File: src/rtl/jtframe_sdram_arb.sv
// jtframe_sdram_arb: four-slot read cache arbitrating misses onto a single SDRAM port.
module jtframe_sdram_arb #(
  parameter int AW    = 22,
  parameter bit PRIO0 = 1'b0
) (
  input  logic              clk_rom,
  input  logic              rst_n,
  input  logic [3:0]        slot_req,
  input  logic [4*AW-1:0]   slot_addr,
  output logic [3:0]        slot_ok,
  output logic [127:0]      slot_dout,
  input  logic              downloading,
  output logic              sdram_req,
  output logic [AW-1:0]     sdram_addr,
  input  logic              sdram_ack,
  input  logic [31:0]       data_read,
  input  logic              data_rdy,
  output logic              busy
);
  typedef enum logic [1:0] {IDLE, WAIT_ACK, WAIT_RDY} state_t;
  state_t          state_q, state_d;
  logic [AW-1:0]   addr_a [4];
  logic [AW-1:0]   cache_addr_q [4], cache_addr_d [4];
  logic [31:0]     cache_data_q [4], cache_data_d [4];
  logic [3:0]      hit, pending, valid_q, valid_d;
  logic [1:0]      g_q, g_d, last_q, last_d, sel, idx;
  logic [AW-1:0]   addr_q, addr_d;
  logic            fill, found;

  genvar i;
  generate
    for (i = 0; i < 4; i++) begin : g_slot
      assign addr_a[i]              = slot_addr[i*AW +: AW];
      assign hit[i]                 = valid_q[i] & (cache_addr_q[i] == addr_a[i]);
      assign slot_dout[i*32 +: 32]  = cache_data_q[i];
    end
  endgenerate

  assign pending    = slot_req & ~hit;
  assign slot_ok    = slot_req & hit;
  assign sdram_req  = state_q == WAIT_ACK;
  assign busy       = state_q != IDLE;
  assign sdram_addr = addr_q;

  // Round-robin search from last+1; slot 0 pre-empts when PRIO0 is set.
  always_comb begin
    sel   = last_q;
    idx   = '0;
    found = 1'b0;
    for (int k = 1; k <= 4; k++) begin
      idx = last_q + 2'(k);
      if (!found && pending[idx]) begin
        sel   = idx;
        found = 1'b1;
      end
    end
    if (PRIO0 && pending[0]) sel = 2'd0;
  end

  always_comb begin
    state_d = state_q;
    g_d     = g_q;
    last_d  = last_q;
    addr_d  = addr_q;
    fill    = 1'b0;
    case (state_q)
      IDLE: if (|pending && !downloading) begin
        state_d = WAIT_ACK;
        g_d     = sel;
        last_d  = sel;
        addr_d  = addr_a[sel];
      end
      WAIT_ACK: if (sdram_ack) begin
        state_d = data_rdy ? IDLE : WAIT_RDY;
        fill    = data_rdy;
      end
      WAIT_RDY: if (data_rdy) begin
        state_d = IDLE;
        fill    = 1'b1;
      end
      default: state_d = IDLE;
    endcase
  end

  // A fill during a download still lands its data but never marks it valid.
  always_comb begin
    valid_d      = downloading ? 4'd0 : valid_q;
    cache_addr_d = cache_addr_q;
    cache_data_d = cache_data_q;
    if (fill) begin
      cache_data_d[g_q] = data_read;
      cache_addr_d[g_q] = addr_q;
      valid_d[g_q]      = ~downloading;
    end
  end

  always_ff @(posedge clk_rom or negedge rst_n) begin
    if (!rst_n) begin
      state_q      <= IDLE;
      g_q          <= 2'd0;
      last_q       <= 2'd3;
      addr_q       <= '0;
      valid_q      <= 4'd0;
      cache_addr_q <= '{default: '0};
      cache_data_q <= '{default: '0};
    end else begin
      state_q      <= state_d;
      g_q          <= g_d;
      last_q       <= last_d;
      addr_q       <= addr_d;
      valid_q      <= valid_d;
      cache_addr_q <= cache_addr_d;
      cache_data_q <= cache_data_d;
    end
  end
endmodule

File: config.mk
export PLATFORM = sky130hd
export DESIGN_NAME = jtframe_sdram_arb
export DESIGN_NICKNAME = d
export VERILOG_FILES = /design/src/rtl/jtframe_sdram_arb.sv
export SDC_FILE = /design/constraint.sdc
export NUM_CORES = 1
export LEC_CHECK = 0
export BUFFER_PORTS_ARGS = -buffer_cell sky130_fd_sc_hd__buf_2
export CORE_MARGIN = 1
export CORE_UTILIZATION = 48
export CTS_CLUSTER_SIZE = 10
export DETAILED_ROUTE_END_ITERATION = 10
export GPL_ROUTABILITY_DRIVEN = 0
export PLACE_DENSITY = 0.76
export RECOVER_POWER = 100
export SYNTH_ARGS = -nofsm -noshare
export SYNTH_HDL_FRONTEND = slang
export SYNTH_SLANG_ARGS = --single-unit
File: constraint.sdc
create_clock -name clk_rom -period 2.35 [get_ports clk_rom]
set_input_delay 0 -clock clk_rom [delete_from_list [all_inputs] [get_ports clk_rom]]
set_output_delay 0 -clock clk_rom [all_outputs]
set_load 0.01 [all_outputs]
==> results.py, run 1 <==
metrics = {
    "outcome": {
        "status": "complete, but fails checks",
        "violations": "max-capacitance violations, max-slew violations, negative setup slack",
    },
    "timing": {
        "skew_ns": 0.01306,
        "relSlewSlack_pct": -17.45,
        "rsz0062_at_grt": "true",
        "final_hold_viol_count": 0,
        "slew_violations": 188,
        "worst_slew_pin_slew_ns": 1.762,
        "holdWs_ns": 0.1061,
        "period_minus_slack_ns": 2.779,
        "fin_crit_sh_pct": 118.3,
        "fin_tns_setup_ns": -10.81,
        "finalSetupViolations": 87,
        "fmax_mhz": 359.9,
        "layout_setup_ws_ns": -0.4289,
    },
    "layout": {
        "design_area_um2": 16160,
        "final_cell_mix": "dfrtp_1 (246), mux2_2 (216), clkbuf_1 (166), buf_2 (130), dlygate4sd3_1 (103)",
        "synthToLayoutAreaGrowth_pct": 41.90,
        "final_common_cell": "dfrtp_1",
        "nNetsFinal": 1411,
        "drive_gt1_share_pct": 42.66,
    },
    "drt": {
        "viasPerCell": 5.540,
        "vias": 8914,
        "totalWireLength_um": 35880,
        "drt-pass1-iter-count": 4,
        "initialDrtViolationCount": 438,
        "ant_nets": 0,
        "route.detailed.drc": 0,
        "post_drt_wl_per_cell_um": 22.30,
    },
    "worst_setup_path": {
        "critPathTopFamily": "compound AO/OA/AOI/OAI gates",
        "cp_slowest_stage_delay_ns": 0.38,
        "ff2ff_path_depth": 12,
        "cp.arrival_ns": 3.20,
        "crit_top_cell": "buf_4",
        "crit_buf_inv": 4,
        "ff2ff_setup_slack_ns": -0.43,
        "r2r-end": "sdram_addr[7]",
        "worst_setup_path_end_kind": "register",
        "path_cells": "xor2_1, buf_4, nor3_1, nand4_1, o21ai_4, buf_4, a221oi_4, a21o_4, buf_12, buf_16, a2111oi_4, a211oi_2",
        "reg2reg_from": "cache_addr_q[18]",
        "crit_required_ns": 2.77,
        "crit_slowest_cell": "dfrtp_1",
        "cp_max_fo": 8,
        "cp-start-kind": "register",
        "crit_type": "reg -> reg",
    },
    "cts": {
        "cts_root_buf": "clkbuf_16",
        "clock-sinks": 248,
        "worstSkewPairLatency_ns": 0.54,
        "cts_buffers": 29,
        "cts_tree": "yes",
        "cts.reportedPaths.clkPinSlew_ns": 0.06,
        "clock_path_buffers": 3,
        "cts_max_level": 1,
    },
    "power": {
        "p_per_area_nw_per_um2": 1225,
        "power.leakage_uw": 0.007174,
        "ir_worst_vdd_v": 0.0008379,
    },
    "yosys": {
        "ys_types": 52,
        "ys_top_cells_by_area": "dfrtp_1 (54%), mux2_2 (21%), xnor2_1 (3.5%)",
        "synthCells": 825,
        "async_reset_ff_share_pct": 100.0,
        "ys_seq_area_share_pct": 54.53,
        "synth-edff-count": 0,
        "synth_seq_cells": 248,
        "synth_top_area_share_pct": 54.07,
        "synth_flop_cell": "dfrtp_1",
        "yosysWarnings": 0,
        "syn_area_um2": 11390,
        "yosysTopAreaCell": "dfrtp_1",
        "syn_area_per_cell_um2": 13.80,
        "syn_nets": 957,
    },
    "flow_run": {
        "cap_viol_max_count": 2,
    },
    "floorplanning": {
        "core-area_um2": 22920,
        "die_area_um2": 24340,
        "num_io_pins": 285,
        "die_y_um": 156.0,
        "start_util_pct": 49.69,
        "die_w_um": 156.0,
        "fp-row-count": 55,
    },
    "grt": {
        "grt_pass1_wl_um": 55160,
        "grt.total_usage_pct": 29.90,
        "globalRoute.totalOverflow": 0,
        "antenna_found_initial": 2,
        "grt_pass1_vias": 9706,
        "grt_max_degree": 117,
    },
    "worst_hold_path": {
        "min_to": "sdram_addr[20]",
        "holdPathStages": 5,
        "hp-start": "slot_addr[20]",
        "hp-class": "in -> reg",
    },
    "placement": {
        "io_buffers": 284,
        "dp.final_hpwl_um": 23020,
        "placed_cell_area_um2": 13690,
    },
}
[per-stage QoR]
stage | utilization [%] | power [uW] | worst slack, ns | cells
2_1_floorplan | - | 11470 | -0.02006 | 825
3_3_place_gp | 59.73 | 14340 | -0.3149 | 1443
3_5_place_dp | 59.73 | 14600 | -0.4841 | 1443
4_1_cts | 70.71 | 19700 | -0.2865 | 1604
5_1_grt | 70.51 | 20740 | -0.4721 | 1609
6_report | 70.51 | 19790 | -0.4289 | 1609
[final cells by class]
cell class	instances	area [um^2]
repair buffers	465	3168
multi-input cells	506	5449
flip-flops and latches	248	6208
diodes	2	5.005
fillers	1554	6759
well taps	313	391.6
clock buffers	44	812.0
clock inverters	2	13.76
inverters	29	108.9
[power by group]
| part | total (uW) | switching [uW] | internal, uW | leakage, uW |
|---|---|---|---|---|
| combinational | 8200 | 4200 | 4000 | 0.00360 |
| sequential | 7560 | 1450 | 6110 | 0.00317 |
| clock | 4030 | 1690 | 2340 | 0.000402 |
[synth_stat cells, types with 3 or more instances]
| master | count |
|---|---|
| a2111oi_2 | 16 |
| mux2_2 | 216 |
| dfrtp_1 | 246 |
| nor4_2 | 3 |
| xor2_1 | 43 |
| nor3_1 | 5 |
| a21oi_1 | 4 |
| inv_1 | 29 |
| buf_2 | 8 |
| clkbuf_1 | 28 |
| a211oi_1 | 34 |
| ha_1 | 3 |
| nor4_1 | 12 |
| a2111oi_0 | 5 |
| nand2_1 | 8 |
| xnor2_1 | 45 |
| nor2_1 | 31 |
| a211oi_2 | 11 |
| mux2i_1 | 22 |
| buf_6 | 3 |
| nand4_1 | 15 |
[kinds of logic (layout without fill, tap and decap cells)]
kind of cell | count (synthesis) | in the layout | synth area share (%)
DFF | 248 | 248 | 54.53
muxes | 238 | 238 | 23.30
AOI/OAI and AO/OA | 90 | 90 | 8.022
xor gates and xnor gates | 88 | 88 | 6.769
and+or+nand+nor | 87 | 87 | 4.154
buffers and inverters | 71 | 540 | 2.901
adders and majority gates | 3 | 3 | 0.3297
other | 0 | 2 | 0
[how the worst max path moves through the flow]
stage,start,end,slack [ns],cells past startpoint
2_1_floorplan,cache_addr_q[21],sdram_addr[14],-0.02,10
3_3_place_gp,cache_addr_q[15],sdram_addr[1],-0.31,11
3_5_place_dp,cache_addr_q[15],sdram_addr[3],-0.48,11
4_1_cts,cache_addr_q[84],sdram_addr[2],-0.29,9
5_1_grt,cache_addr_q[3],sdram_addr[7],-0.47,12
6_report,cache_addr_q[18],sdram_addr[7],-0.43,12
[flip-flops by register name (all words and copies together), names as in the netlist]
register	cells
cache_addr_q	88
g_q	2
last_q	2
sdram_addr	22
slot_dout	128
state_q	2
valid_q	4
[routing by layer]
metal  part of all wire, %  GRT usage (%)  up-vias  wire, um
li1                      -              -     3887         -
met3                   7.9          7.250       83      2836
met2                    49          51.00      417     17690
met4                   3.5          12.46        0      1262
met1                    39          36.20     4527     14100
met5                     0              0        -         0
[worst reg2reg max path, cell delays in order (launching register included)]
cell	delay [ns]
dfrtp_1	0.38
xor2_1	0.18
buf_4	0.15
nor3_1	0.27
nand4_1	0.24
o21ai_4	0.25
buf_4	0.15
a221oi_4	0.07
a21o_4	0.27
buf_12	0.15
buf_16	0.15
a2111oi_4	0.33
a211oi_2	0.08
[what timing repair did]
item / 4_1_cts / 5_1_grt
pin swaps: 36 / 14
hold endpoints to repair: 404 / 0
resized for setup: 84 / 31
cloned: 3 / 3
endpoints found under the setup margin: 29 / 30
setup buffers: 9 / 2
hold buffers: 103 / 0
No activity file was read; power rests on OpenSTA's default activity.
==> run 2, diff against run 1 <==
Settings changed: CORE_UTILIZATION 48 to 30, PLACE_DENSITY 0.76 to default.
==> run 2 against run 1 <==
  * The flow finishes with violations (negative setup slack)
  * Critical endpoint is now sdram_addr[1]
  * Total power decreased by 1.7%
  * Worst setup slack improved by 0.13 ns
  * Die area increased by 59%
  * Via count decreased by 4.0%
  * Count of clock-buffer cells in the layout decreased by 2
  * Clock power increased by 7.4%
  * Critical path type unchanged
  * Combinational power decreased by 7.1%
  * Largest cell class unchanged
  * Register-to-register slack improved by 0.13 ns
==> results.py, run 2 (synthesized netlist as in run 1, its figures left out) <==
metrics = {
    "outcome": {
        "status": "complete, but fails checks",
        "violations": "negative setup slack",
    },
    "worst_setup_path": {
        "cp.arrival_ns": 3.07,
        "cp_max_fo": 11,
        "cp-start-kind": "register",
        "crit_slowest_cell": "a2111oi_2",
        "cp_slowest_stage_delay_ns": 0.41,
        "crit_type": "reg -> reg",
        "crit_buf_inv": 2,
        "path_cells": "xnor2_2, nand4_1, nor4_4, a21boi_2, buf_4, o22ai_4, buf_6, a211oi_1, a2111oi_2, a211oi_2",
        "ff2ff_setup_slack_ns": -0.30,
        "crit_required_ns": 2.77,
        "worst_setup_path_end_kind": "register",
        "critPathTopFamily": "compound AO/OA/AOI/OAI gates",
    },
    "floorplanning": {
        "core-area_um2": 36960,
        "die_area_um2": 38740,
        "die_w_um": 196.8,
        "num_io_pins": 285,
        "die_y_um": 196.8,
        "fp-row-count": 70,
        "start_util_pct": 30.81,
    },
    "placement": {
        "io_buffers": 284,
        "dp.cells": 1634,
        "dp.final_hpwl_um": 26580,
    },
    "layout": {
        "n_fill_cell": 3521,
        "synthToLayoutAreaGrowth_pct": 41.45,
        "largest_reg_flops": 128,
        "nNetsFinal": 1407,
        "drive_gt1_share_pct": 41.26,
        "final_common_cell": "dfrtp_1",
        "final_cell_count_no_fill": 1793,
        "final_cell_mix": "dfrtp_1 (246), mux2_2 (216), clkbuf_1 (162), buf_2 (130), dlygate4sd3_1 (102)",
    },
    "drt": {
        "ant_nets": 0,
        "drt-pass1-iter-count": 5,
        "post_drt_wl_per_cell_um": 20.88,
        "vias": 8560,
        "viasPerCell": 4.774,
        "totalWireLength_um": 37430,
        "initialDrtViolationCount": 297,
        "route.detailed.drc": 0,
    },
    "cts": {
        "clock_path_buffers": 3,
        "cts_tree": "yes",
        "clock-sinks": 248,
        "cts_buffers": 30,
        "cts_root_buf": "clkbuf_16",
        "cts_max_level": 1,
        "worstSkewPairLatency_ns": 0.55,
        "cts.reportedPaths.clkPinSlew_ns": 0.06,
    },
    "grt": {
        "grt_pass1_wl_um": 56700,
        "grt_pass1_vias": 9377,
        "antenna_found_initial": 3,
        "grt_max_degree": 63,
        "grt.total_usage_pct": 19.26,
        "globalRoute.totalOverflow": 0,
    },
    "timing": {
        "relSlewSlack_pct": 41.70,
        "finalSetupViolations": 43,
        "final_hold_viol_count": 0,
        "period_minus_slack_ns": 2.653,
        "rsz0062_at_grt": "true",
        "slew_violations": 0,
        "fin_tns_setup_ns": -7.133,
        "layout_setup_ws_ns": -0.3034,
        "fmax_mhz": 376.9,
        "worst_slew_pin_slew_ns": 0.8745,
        "skew_ns": 0.01016,
        "fin_crit_sh_pct": 112.9,
    },
    "flow_run": {
        "cap_viol_max_count": 0,
    },
    "worst_hold_path": {
        "hp-class": "in -> reg",
    },
    "power": {
        "ir_worst_vdd_v": 0.0006286,
        "p_per_area_nw_per_um2": 1208,
        "power_uw": 19460,
        "power.leakage_uw": 0.007161,
    },
}
==> run 2: what timing repair did <==
action,4_1_cts,5_1_grt
hold buffers,103,0
cloned,0,2
setup buffers,3,5
endpoints found under the setup margin,28,31
resized for setup,18,49
hold endpoints to repair,402,0
pin swaps,16,28
==> run 2: tightest hold or removal path, delay by kind of cell <==
kind                   cells  cell delay (ns)
AO/OA/AOI/OAI              3             0.33
buffers and inverters      2             0.17
==> run 2: final timing paths <==
check / to / cells past startpoint / start
worst min-delay path: sdram_addr[3] / 5 / slot_addr[3]
worst max-delay path: sdram_addr[1] / 10 / cache_addr_q[47]
worst min register to register: slot_dout[112] / 1 / slot_dout[112]
worst max register to register: sdram_addr[1] / 10 / cache_addr_q[47]
min in group asynchronous: cache_addr_q[66] / 3 / rst_n
max in group asynchronous: slot_dout[46] / 4 / rst_n
==> run 2: power by group <==
part           total [uW]  leakage [uW]  switching, uW  internal (uW)
registers            7510       0.00317           1400           6110
clock network        4330      0.000437           1740           2590
logic                7620       0.00355           3890           3730
==> run 2: layout make-up <==
cell class	instances	area, um^2	share of cell area (%)
timing repair buffer	460	3018	18.74
tap	504	630.6	3.915
antenna	2	5.005	0.03108
multi-input combinational	506	5243	32.55
clock inverter	2	35.03	0.2175
clock buffer	42	857.1	5.322
inverter	29	108.9	0.6759
sequential	248	6208	38.55
==> run 2: stage by stage <==
stage / area (um^2) / worst slack, ns / util [%] / hold WS [ns]
CTS: 16020 / -0.2532 / 43.34 / 0.03834
floorplan: 11420 / -0.02006 / - / -0.2956
detailed placement: 13990 / -0.4666 / 37.85 / -0.02694
finish: 16110 / -0.3034 / 43.57 / 0.004115
global route: 16100 / -0.4642 / 43.57 / 0.004872
global placement: 13990 / -0.3411 / 37.85 / -0.02272
==> run 2: per-layer routing <==
metal	up-vias	GRT usage, %	routed length, um
li1	3903	-	-
met1	4326	24.43	15910
met2	270	33.25	18270
met3	59	4.312	2246
met4	2	4.421	992
met5	-	0	8
==> run 3, diff against run 2 <==
Settings changed: CORE_ASPECT_RATIO from default to 1.4.
==> run 3 against run 2 <==
  * The flow finishes with violations (max-capacitance violations, max-slew violations, negative setup slack)
  * Combinational power up 8.4%
  * Die area hardly changed
  * Count of clock-buffer cells in the layout rose by 2
==> results.py, run 3 (synthesized netlist as in run 1, its figures left out) <==
metrics = {
    "outcome": {
        "violations": "max-capacitance violations, max-slew violations, negative setup slack",
        "status": "complete, but fails checks",
    },
    "drt": {
        "totalWireLength_um": 38590,
        "drt-pass1-iter-count": 4,
        "viasPerCell": 4.901,
        "post_drt_wl_per_cell_um": 21.62,
        "initialDrtViolationCount": 413,
        "vias": 8748,
        "route.detailed.drc": 0,
        "ant_nets": 0,
    },
    "timing": {
        "layout_setup_ws_ns": -0.4200,
        "holdWs_ns": 0.009083,
        "slew_violations": 72,
        "skew_ns": 0.01665,
        "period_minus_slack_ns": 2.770,
        "final_hold_viol_count": 0,
        "fmax_mhz": 361.0,
        "rsz0062_at_grt": "true",
        "finalSetupViolations": 68,
        "fin_crit_sh_pct": 117.9,
        "worst_slew_pin_slew_ns": 1.960,
        "relSlewSlack_pct": -30.70,
    },
    "grt": {
        "globalRoute.totalOverflow": 0,
        "grt_pass1_vias": 9318,
        "antenna_found_initial": 3,
        "grt.total_usage_pct": 19.49,
        "grt_pass1_wl_um": 57160,
        "grt_max_degree": 72,
    },
    "worst_setup_path": {
        "path_depth": 10,
        "cp_slowest_stage_delay_ns": 0.41,
        "crit_type": "reg -> reg",
        "critPathTopFamily": "compound AO/OA/AOI/OAI gates",
        "worst_setup_path_end_kind": "register",
        "crit_path_end": "sdram_addr[3]",
        "cp.arrival_ns": 3.23,
        "crit_top_cell": "buf_4",
        "ff2ff_path_depth": 10,
        "cp-start-kind": "register",
        "ff2ff_setup_slack_ns": -0.42,
        "crit_start": "cache_addr_q[16]",
        "path_cells": "xor2_2, nor4_4, nand4_1, o21ai_4, o22ai_4, buf_4, a211oi_1, a2111oi_2, buf_4, a211oi_2",
        "r2r-end": "sdram_addr[3]",
        "crit_slowest_cell": "dfrtp_1",
        "cp_max_fo": 10,
        "crit_buf_inv": 2,
        "crit_required_ns": 2.81,
        "reg2reg_from": "cache_addr_q[16]",
    },
    "placement": {
        "dp.final_hpwl_um": 27630,
        "place_ws_ns": -0.6108,
        "io_buffers": 284,
        "placed_cell_area_um2": 14120,
    },
    "floorplanning": {
        "die_area_um2": 38750,
        "fp-row-count": 84,
        "die_y_um": 232.5,
        "start_util_pct": 30.35,
        "die_w_um": 166.7,
        "core-area_um2": 37520,
        "num_io_pins": 285,
    },
    "layout": {
        "final_core_util_pct": 43.86,
        "final_cell_mix": "dfrtp_1 (246), mux2_2 (216), clkbuf_1 (165), buf_2 (130), dlygate4sd3_1 (99)",
        "final_common_cell": "dfrtp_1",
        "design_area_um2": 16460,
        "synthToLayoutAreaGrowth_pct": 44.55,
        "largest_reg_flops": 128,
        "nNetsFinal": 1428,
        "drive_gt1_share_pct": 45.50,
    },
    "cts": {
        "cts.reportedPaths.clkPinSlew_ns": 0.06,
        "cts_max_level": 1,
        "cts_tree": "yes",
        "worstSkewPairLatency_ns": 0.55,
        "cts_buffers": 29,
        "clock-sinks": 248,
        "cts_root_buf": "clkbuf_16",
        "clock_path_buffers": 3,
    },
    "worst_hold_path": {
        "hp-class": "in -> reg",
        "hp-start": "slot_addr[25]",
    },
    "power": {
        "power.leakage_uw": 0.007290,
        "ir_worst_vdd_v": 0.0006493,
        "power_uw": 19800,
        "p_per_area_nw_per_um2": 1203,
    },
    "flow_run": {
        "cap_viol_max_count": 1,
    },
}
-- run 3: area by class of cell --
cell class	count	area, um^2
tap	473	591.8
inverter	29	108.9
fill	3436	21060
multi-input combinational	506	5540
clock inverter	1	5.005
timing repair buffer	482	3197
antenna	2	5.005
clock buffer	44	802.0
sequential	248	6208
-- run 3: routing by layer --
layer | share of wire, % | routed length, um | vias up | global-route usage [%]
li1 | - | - | 3923 | -
met1 | 37 | 14190 | 4462 | 21.86
met2 | 53 | 20560 | 284 | 35.92
met3 | 5.9 | 2284 | 77 | 3.691
met4 | 4.0 | 1541 | 2 | 8.218
met5 | 0.023 | 9 | - | 0
-- run 3: report_power, final --
| group | switching (uW) | leakage (uW) | total, uW | internal (uW) |
|---|---|---|---|---|
| registers | 1420 | 0.00317 | 7530 | 6110 |
| logic | 4250 | 0.00373 | 8260 | 4010 |
| clock network | 1710 | 0.000391 | 4010 | 2300 |
| total | 7370 | 0.00729 | 19800 | 12400 |
-- run 3: metrics by stage --
| step | std cells | setup TNS (ns) |
|---|---|---|
| floorplan | 825 | -0.2181 |
| global placement | 1633 | -12.09 |
| detailed placement | 1633 | -13.78 |
| CTS | 1779 | -9.429 |
| global route | 1783 | -29.43 |
| finish | 1785 | -10.75 |
-- run 3: worst min-delay path by stage --
stage | to | cells past startpoint | slack, ns
after global placement | slot_dout[32] | 1 | 0.03
after detailed placement | slot_dout[32] | 1 | 0.02
final | sdram_addr[3] | 4 | 0.009
after floorplan | cache_addr_q[0] | 0 | -0.30
after global routing | sdram_addr[3] | 4 | 0.02
after CTS | sdram_addr[3] | 4 | 0.003
-- run 3: worst min-delay path: cells and delay by family --
| kind | cells | cell delay (ns) |
|---|---|---|
| AO/OA/AOI/OAI | 1 | 0.21 |
| buffers and inverters | 2 | 0.23 |
| multiplexers | 1 | 0.07 |
-- run 3: timing repair --
action / 4_1_cts / 5_1_grt
setup buffers: 2 / 5
hold buffers: 99 / 0
endpoints found under the hold margin: 402 / 0
setup endpoints to repair: 52 / 134
resized for setup: 75 / 47
cloned: 0 / 3
pin swaps: 16 / 17
